### src/rtl/io_bridge_pkg.sv
// Shared types and helpers for the round-robin I/O bridge.
package io_bridge_pkg;

  typedef enum logic [1:0] {
    IDLE,
    WAIT_ACK,
    WAIT_NACK
  } state_t;

  // Callers zero-extend their address, base and mask to 64 bits.
  function automatic logic in_window(input logic [63:0] adr,
                                     input logic [63:0] base,
                                     input logic [63:0] mask);
    return (adr & mask) == base;
  endfunction

endpackage

### src/rtl/rr_arbiter.sv
// Combinational round-robin arbiter: first requester at or after ptr, wrapping.
module rr_arbiter #(
  parameter int unsigned N  = 2,
  parameter int unsigned IW = (N > 1) ? $clog2(N) : 1
) (
  input  logic [N-1:0]  req,
  input  logic [IW-1:0] ptr,
  output logic [N-1:0]  gnt,
  output logic [IW-1:0] idx
);

  always_comb begin
    logic          found;
    logic [IW-1:0] j;
    gnt   = '0;
    idx   = '0;
    found = 1'b0;
    j     = '0;
    for (int unsigned k = 0; k < N; k++) begin
      j = IW'((32'(ptr) + k) % N);
      if (!found && req[j]) begin
        found  = 1'b1;
        gnt[j] = 1'b1;
        idx    = j;
      end
    end
  end

endmodule

### src/rtl/io_bridge_rr.sv
// Windowed, round-robin arbitrated bridge from NPORT initiators onto one
// registered device bus, with a watchdog that errors out stuck cycles.
module io_bridge_rr
  import io_bridge_pkg::*;
#(
  parameter int unsigned    NPORT   = 2,
  parameter int unsigned    WID     = 32,
  parameter int unsigned    AWID    = 32,
  parameter logic [AWID-1:0] IO_BASE = AWID'(32'hFD000000),
  parameter logic [AWID-1:0] IO_MASK = AWID'(32'hFF000000),
  parameter int unsigned    TMO     = 1023
) (
  input  logic                           clk_i,
  input  logic                           rst_i,
  input  logic [NPORT-1:0]               s_cyc_i,
  input  logic [NPORT-1:0]               s_stb_i,
  input  logic [NPORT-1:0]               s_we_i,
  input  logic [NPORT-1:0][WID/8-1:0]    s_sel_i,
  input  logic [NPORT-1:0][AWID-1:0]     s_adr_i,
  input  logic [NPORT-1:0][WID-1:0]      s_dat_i,
  output logic [NPORT-1:0]               s_ack_o,
  output logic [NPORT-1:0]               s_err_o,
  output logic [NPORT-1:0][WID-1:0]      s_dat_o,
  output logic                           m_cyc_o,
  output logic                           m_stb_o,
  output logic                           m_we_o,
  output logic [WID/8-1:0]               m_sel_o,
  output logic [AWID-1:0]                m_adr_o,
  output logic [WID-1:0]                 m_dat_o,
  input  logic                           m_ack_i,
  input  logic                           m_err_i,
  input  logic [WID-1:0]                 m_dat_i
);

  localparam int unsigned IW = (NPORT > 1) ? $clog2(NPORT) : 1;
  localparam int unsigned TW = $clog2(TMO + 1);

  state_t          state_q, state_d;
  logic [IW-1:0]   g_q, rr_ptr, win_idx;
  logic [TW-1:0]   tmo_q, tmo_nxt;
  logic [NPORT-1:0] req, arb_gnt;
  logic            take, do_ack, do_err, do_clear, do_release;

  always_comb begin
    req = '0;
    for (int unsigned p = 0; p < NPORT; p++)
      req[p] = s_cyc_i[p] & s_stb_i[p] &
               in_window(64'(s_adr_i[p]), 64'(IO_BASE), 64'(IO_MASK));
  end

  rr_arbiter #(.N(NPORT), .IW(IW)) u_arb (
    .req (req),
    .ptr (rr_ptr),
    .gnt (arb_gnt),
    .idx (win_idx)
  );

  // Timeout is judged on the incremented count so the error lands TMO cycles after entry.
  assign tmo_nxt = (tmo_q == TW'(TMO)) ? tmo_q : tmo_q + 1'b1;

  always_comb begin
    state_d    = state_q;
    take       = 1'b0;
    do_ack     = 1'b0;
    do_err     = 1'b0;
    do_clear   = 1'b0;
    do_release = 1'b0;
    case (state_q)
      IDLE: begin
        if (!m_ack_i && |arb_gnt) begin
          take    = 1'b1;
          state_d = WAIT_ACK;
        end
      end
      WAIT_ACK: begin
        if (m_ack_i) begin
          do_ack   = 1'b1;
          do_clear = 1'b1;
          state_d  = WAIT_NACK;
        end else if (m_err_i) begin
          do_err   = 1'b1;
          do_clear = 1'b1;
          state_d  = WAIT_NACK;
        end else if (!s_cyc_i[g_q]) begin
          do_clear = 1'b1;
          state_d  = IDLE;
        end else if (tmo_nxt == TW'(TMO)) begin
          do_err   = 1'b1;
          do_clear = 1'b1;
          state_d  = WAIT_NACK;
        end
      end
      WAIT_NACK: begin
        if (!s_stb_i[g_q] || !s_cyc_i[g_q]) begin
          do_release = 1'b1;
          state_d    = IDLE;
        end
      end
      default: state_d = IDLE;
    endcase
  end

  always_ff @(posedge clk_i) begin
    if (rst_i) begin
      state_q <= IDLE;
      g_q     <= '0;
      rr_ptr  <= '0;
      tmo_q   <= '0;
      m_cyc_o <= 1'b0;
      m_stb_o <= 1'b0;
      m_we_o  <= 1'b0;
      m_sel_o <= '0;
      m_adr_o <= '0;
      m_dat_o <= '0;
      s_ack_o <= '0;
      s_err_o <= '0;
      s_dat_o <= '0;
    end else begin
      state_q <= state_d;
      if (take) begin
        g_q     <= win_idx;
        rr_ptr  <= (win_idx == IW'(NPORT - 1)) ? '0 : win_idx + 1'b1;
        tmo_q   <= '0;
        m_cyc_o <= 1'b1;
        m_stb_o <= 1'b1;
        m_we_o  <= s_we_i[win_idx];
        m_sel_o <= s_sel_i[win_idx];
        m_adr_o <= s_adr_i[win_idx];
        m_dat_o <= s_dat_i[win_idx];
      end else if (state_q == WAIT_ACK) begin
        tmo_q <= tmo_nxt;
      end
      if (do_clear) begin
        m_cyc_o <= 1'b0;
        m_stb_o <= 1'b0;
        m_we_o  <= 1'b0;
        m_sel_o <= '0;
        m_adr_o <= '0;
        m_dat_o <= '0;
      end
      if (do_ack) begin
        s_ack_o[g_q] <= 1'b1;
        s_dat_o[g_q] <= m_dat_i;
      end
      if (do_err) begin
        s_err_o[g_q] <= 1'b1;
        s_dat_o[g_q] <= '0;
      end
      if (do_release) begin
        s_ack_o[g_q] <= 1'b0;
        s_err_o[g_q] <= 1'b0;
        s_dat_o[g_q] <= '0;
      end
    end
  end

endmodule

### config.mk
export PLATFORM = sky130hd
export DESIGN_NAME = io_bridge_rr
export DESIGN_NICKNAME = d
export VERILOG_FILES = /design/src/rtl/io_bridge_pkg.sv /design/src/rtl/rr_arbiter.sv /design/src/rtl/io_bridge_rr.sv
export SDC_FILE = /design/constraint.sdc
export NUM_CORES = 1
export LEC_CHECK = 0
export BUFFER_PORTS_ARGS = -buffer_cell sky130_fd_sc_hd__buf_2
export CORE_MARGIN = 5
export CORE_UTILIZATION = 32
export CTS_CLUSTER_DIAMETER = 200
export CTS_CLUSTER_SIZE = 28
export DETAILED_ROUTE_END_ITERATION = 7
export PLACE_DENSITY_LB_ADDON = 0.3
export SLEW_MARGIN = 20
export SYNTH_ARGS = -nofsm -noshare
export SYNTH_HDL_FRONTEND = slang
export SYNTH_HIERARCHICAL = 1
export SYNTH_SLANG_ARGS = --single-unit
### constraint.sdc
create_clock -name clk_i -period 5.7 [get_ports clk_i]
set_input_delay 0.57 -clock clk_i [delete_from_list [all_inputs] [get_ports clk_i]]
set_output_delay 0.57 -clock clk_i [all_outputs]
set_load 0.005 [all_outputs]
* After elaboration in Yosys (flattened, before gate mapping) *
Cells that the tools add are included.
W data, S select, Z words.

operators by class
  $add $sub $neg = 3
  multipliers = 0
  divide/modulo/power cells = 0
  magnitude comparators = 7
  eq/ne operators = 9
  shift-type cells = 0
  multiplexer cells = 65
  bitwise operators = 13
  reduce and logical (&&, ||, !) cells = 15

operator list
  operator                 count
  $mux W64                 5
  $mux W32                 5
  $and A64 B64 Y64         2
  $bwmux W64               1
  $not A64 Y64             1
  $demux W32 S1            1
  $mux W1                  32
  $mux W2                  14
  $eq A10 B10 Y1 const B   2
  $eq A8 B8 Y1 const B     2
  $add A10 B1 Y10 const B  1
  $mux W10                 1
  $lt A1 B2 Y1 const B     4
  $mux W4                  2
  $or A2 B2 Y2             3
  $pmux W2 S3              1
  $reduce_or A2 Y1         3
  $logic_and A1 B1 Y1      5
  $ne A5 B5 Y1 const B     1
  $and A1 B1 Y1            4
  $and A2 B2 Y2            2
  $logic_not A1 Y1         4
  $ne A2 B2 Y1 const B     2
  $demux W1 S1             3
  other kinds (8)          11

storage, ports and cells
  flip-flop bits (word level) = 152
  latch bits = 0
  memory bits (writable) = 0
  bits in read-only memories = 0
  input bits = 178
  output and inout bits = 139
  memories = 0

* Logic depth before layout (Yosys ltp) *
  depth in word-level cells = 13
  depth in mapped cells = 10
  gate-level depth less buffers = 7

* Hierarchy *
The synthesis kept the hierarchy.

by module, submodules not included
  module        times used  cells each  area an instance (sq um)  seq. area each (sq um)
  io_bridge_rr  1           612         6,160.9                   3,042.9
  rr_arbiter    1           4           30.0                      0.0

* Least setup slack after synthesis *
OpenSTA, ideal clock, no wires.

  path kind = input to register
  start = in s_adr_i[57] (netlist name)
  end = reg m_adr_o[0]
  setup time = 0.147 ns
  arrival time = 2.447 ns
  required time = 5.553 ns
  slack = 3.106 ns
  stages = 8
  buffers on the path = 2
  cells stage by stage = nand4b_1 > nor3_1 > a21boi_1 > o21ai_0 > nor2_1 > clkbuf_1 > clkbuf_1 > a211oi_2

on the way
  word-level cells in the longest chain between the ends = 12
  elaborated cells on any way between the ends = 20
  classes of those cells = eq/ne (1); mux (13); bitwise (2); reduce/logical (4)

RTL lines
  what                                        RTL line             source
  start: declaration                          io_bridge_rr.sv:19   input logic [NPORT-1:0][AWID-1:0] s_adr_i,
  $eq A8 B8 Y1 (*)                            io_bridge_pkg.sv:14  return (adr & mask) == base;
  $and A1 B1 Y1 (*)                           io_bridge_rr.sv:47   req[p] = s_cyc_i[p] & s_stb_i[p] &
  named net req[1]                            io_bridge_rr.sv:41   logic [NPORT-1:0] req, arb_gnt;
  $mux W1 (implied by the code) (2 in a row)  rr_arbiter.sv:21     if (!found && req[j]) begin
  $mux W1                                     rr_arbiter.sv:21
  $logic_not A1 Y1                            rr_arbiter.sv:21
  $logic_and A1 B1 Y1                         rr_arbiter.sv:21
  $mux W2 (*)                                 rr_arbiter.sv:21
  named net arb_gnt[1]                        io_bridge_rr.sv:41
  $reduce_or A2 Y1 (*)                        io_bridge_rr.sv:70   if (!m_ack_i && |arb_gnt) begin
  $logic_and A1 B1 Y1 (*)                     io_bridge_rr.sv:70
  $mux W1 (*)                                 io_bridge_rr.sv:70
  $mux W1 (*)                                 io_bridge_rr.sv:68   case (state_q)
  end signal: assignment                      io_bridge_rr.sv:128  m_adr_o <= s_adr_i[win_idx];
  end: declaration                            io_bridge_rr.sv:28   output logic [AWID-1:0] m_adr_o,

The timed path passes the listed nets; every way through them passes the cells marked *. The select of a mux whose other input is x is not followed.
A chain may end at the register's enable or synchronous reset.

==> summary.txt <==
all-layer global routing usage -> 16.43%
Synth Area in Adders -> 0.2021%
Port Buffers -> 316
Post-Synthesis Cell Area -> 6191 sq um
Gate power share -> 5.1%
largest net degree at the start of global routing -> 70
Post-Syn Instances -> 616
Final Wtd Congestion -> 0.8468
fin crit share -> 51.78%
XOR/XNOR share of the synthesized area -> 0.2829%
worst-case clock buffer depth -> 2
most common cell in the netlist -> dfxtp_1
antenna violations before repair -> 0
CTS tree -> done
cell-internal power -> 1757 uW
worst hold path type -> input port to register
final setup TNS -> 0 ns
crit-path cells -> ha_1, a21oi_1, o311a_1, a311oi_2, o41ai_2, o21ai_4, a22o_1
layout cell share with drive strength beyond 1 -> 41.46%
Nets -> 1085
Critical Path Slowest Stage Cell -> o21ai_4
Ports -> 317
RSZ-0062 raised after global routing -> false
GRT met2 Usage -> 27.97%
crit-path leading delay family -> compound AO/OA/AOI/OAI gates
Post-Place Setup Slack -> 2.276 ns
Peak VDD IR -> 0.1790 mV
Cell Pwr Density -> 268.5 nW/um^2
Fmax -> 338.8 MHz
row count -> 50
cell accounting for the most synthesized area -> dfxtp_1
Leakage Power -> 0.003660 uW
post-route DRC violation count -> 0
Synth top area share -> 49.15%
Synth Area in Simple Gates -> 11.22%
CTS buffer count -> 17
Min-Delay Path Depth -> 2
DPL Wire Length -> 13950 microns
switching power -> 548.4 uW
Post-synth ARST share -> 0%
grt ovf -> 0
crit-path max cell delay -> 0.76 ns
Syn. warnings -> 6
total power after layout -> 2305 uW
vias in the first global route -> 5572
clock sinks -> 152
PnR worst setup slack -> 2.749 ns
GRT Max-Usage Layer -> met2
GR met1 Demand/Resource -> 19.85%
Core Box Area -> 18890 sq um
Final ANT Viol Nets -> 0
Synth Area in Compound Gates -> 23.18%
Slew Limit Fails -> 0
Die Span X -> 149.1 microns
htree depth -> 4
max_slew headroom -> 31.52%
Setup CP Type -> register to register
P&R area growth vs syn -> 38.64%
final hold slack -> 0.3863 ns
first-pass GRT wire length -> 29330 microns
Synth area leaders -> dfxtp_1 49%, mux2i_1 11%, a22o_1 8.9%, a211oi_1 7.5%, nor2_1 5.9%
Via density -> 4.835
Setup Skew -> 0.008820 ns
initial detailed-routing violation count -> 219
Ant. Diodes -> 0
switching part of the total power -> 23.79%
hold_buf cts -> 0
post-DR wirelength/cell -> 16.07 microns
clock-pin slew on the worst setup and hold paths -> 0.07 ns
Clk network pwr share -> 48.8%
Setup crit end kind -> register
Die Y -> 149.1 microns
Starting Density -> 32.77%
Least-Margin Pin Slew -> 1.027 ns
Final Hold Viols -> 0
r2r worst-path depth -> 7
total wire length -> 18950 microns
post-CTS setup buffers -> 0
Crit Path Max Fanout -> 32
clk root buf -> clkbuf_16
Mean Syn Cell Area -> 10.05 sq um
hold path startpoint -> m_dat_i[17]
Post-synth EDFFs -> 0
WP buf/inv -> 0
crit start category -> register
Skew-Pair Late Insertion Delay -> 0.42 ns
Resized Gates After CTS -> 0
post-synthesis sequential area ratio -> 49.15%
DIE AREA -> 22230 sq um
largest family of logic cells by synthesized area -> compound AO/OA/AOI/OAI gates
Post-synth top flop -> dfxtp_1
post-synthesis mux area share -> 11.84%
max-cap viol count -> 0
vias -> 5701
launch point of the worst reg-to-reg path -> tmo_q[0]
Mapped Nets -> 795
synth unique cells -> 48
worst endpoint data arrival time -> 3.30 ns
reg2reg setup slack -> 2.75 ns
Final Setup Violations -> 0
fin crit period -> 2.951 ns
Seq pwr share -> 46.1%
Pre-antenna DRT Iters -> 6
status -> completed
global routing usage on met3 -> 4.376%
Synth Register Bits -> 152
Synth top cells by count -> 152 x dfxtp_1, 98 x nor2_1, 71 x mux2i_1
worst path required time -> 6.05 ns
[through the flow]
stage	utilization (%)	std cells	area (sq um)
6_report	45.43	1179	8583
5_1_grt	45.43	1179	8583
4_1_cts	45.32	1178	8563
3_5_place_dp	42.17	1146	7968
3_3_place_gp	42.17	1146	7968
2_1_floorplan	-	616	6191
[layout by cell type (no fill, tap or decap), types with 2 or more instances in the layout]
cell	count
o21a_1	2
a211oi_1	62
buf_2	316
a22o_1	63
o21ai_0	9
inv_6	5
nand3_1	9
nand2b_1	3
nor3_1	9
inv_8	4
dfxtp_1	152
mux2_2	2
nand4_1	4
nor4_1	2
nor2_1	96
and4_1	2
a31oi_1	3
a21oi_1	8
a211oi_2	10
nand4b_1	2
mux2i_1	71
a41oi_1	2
inv_1	4
nand2_1	17
clkbuf_16	17
buf_12	2
buf_4	6
nor2b_1	4
xnor2_1	2
[logic make-up (layout without fill, tap and decap cells)]
kind of cell,after synthesis,after routing
compound gates,174,174
simple gates,156,156
flops,152,152
mux,73,73
buf+inv,58,361
xor+xnor,2,2
fa+ha+maj,1,1
[power by group through the flow]
stage                     combinational, uW  sequential [uW]  clock (uW)
after floorplan                        43.9             1090           0
after global placement                  118             1090           0
after detailed placement                119             1090           0
after CTS                               119             1060        1160
after global routing                    132             1060        1210
final                                   118             1060        1120
[worst register-to-register path: cells and delay by family, from the launching register on]
kind / cells / cell delay, ns
fa+ha+maj: 1 / 0.40
flops: 1 / 0.48
compound gates: 6 / 2.02
[worst max path at each step]
| stage | start | endpoint | slack, ns | cells past startpoint |
|---|---|---|---|---|
| global placement | s_adr_i[25] | m_adr_o[8] | 2.37 | 9 |
| floorplan | s_adr_i[57] | m_adr_o[0] | 3.11 | 8 |
| finish | tmo_q[0] | register | 2.75 | 7 |
| CTS | s_adr_i[25] | m_sel_o[1] | 2.71 | 9 |
| global route | tmo_q[0] | register | 2.53 | 7 |
| detailed placement | s_adr_i[25] | m_dat_o[12] | 2.28 | 9 |
[per-layer routing]
metal	up-vias	part of all wire [%]
met5	-	0
met4	0	2.3
met3	25	5.6
met2	154	50
met1	2659	42
li1	2863	-
[final cells by class]
cell class	instances	area, sq um
clock buffer	18	439.2
clock inverter	14	156.4
fill	1927	10310
inverter	5	18.77
multi-input combinational	406	2934
sequential	152	3043
tap	260	325.3
timing repair buffer	324	1667
(Power assumes the default switching activity.)
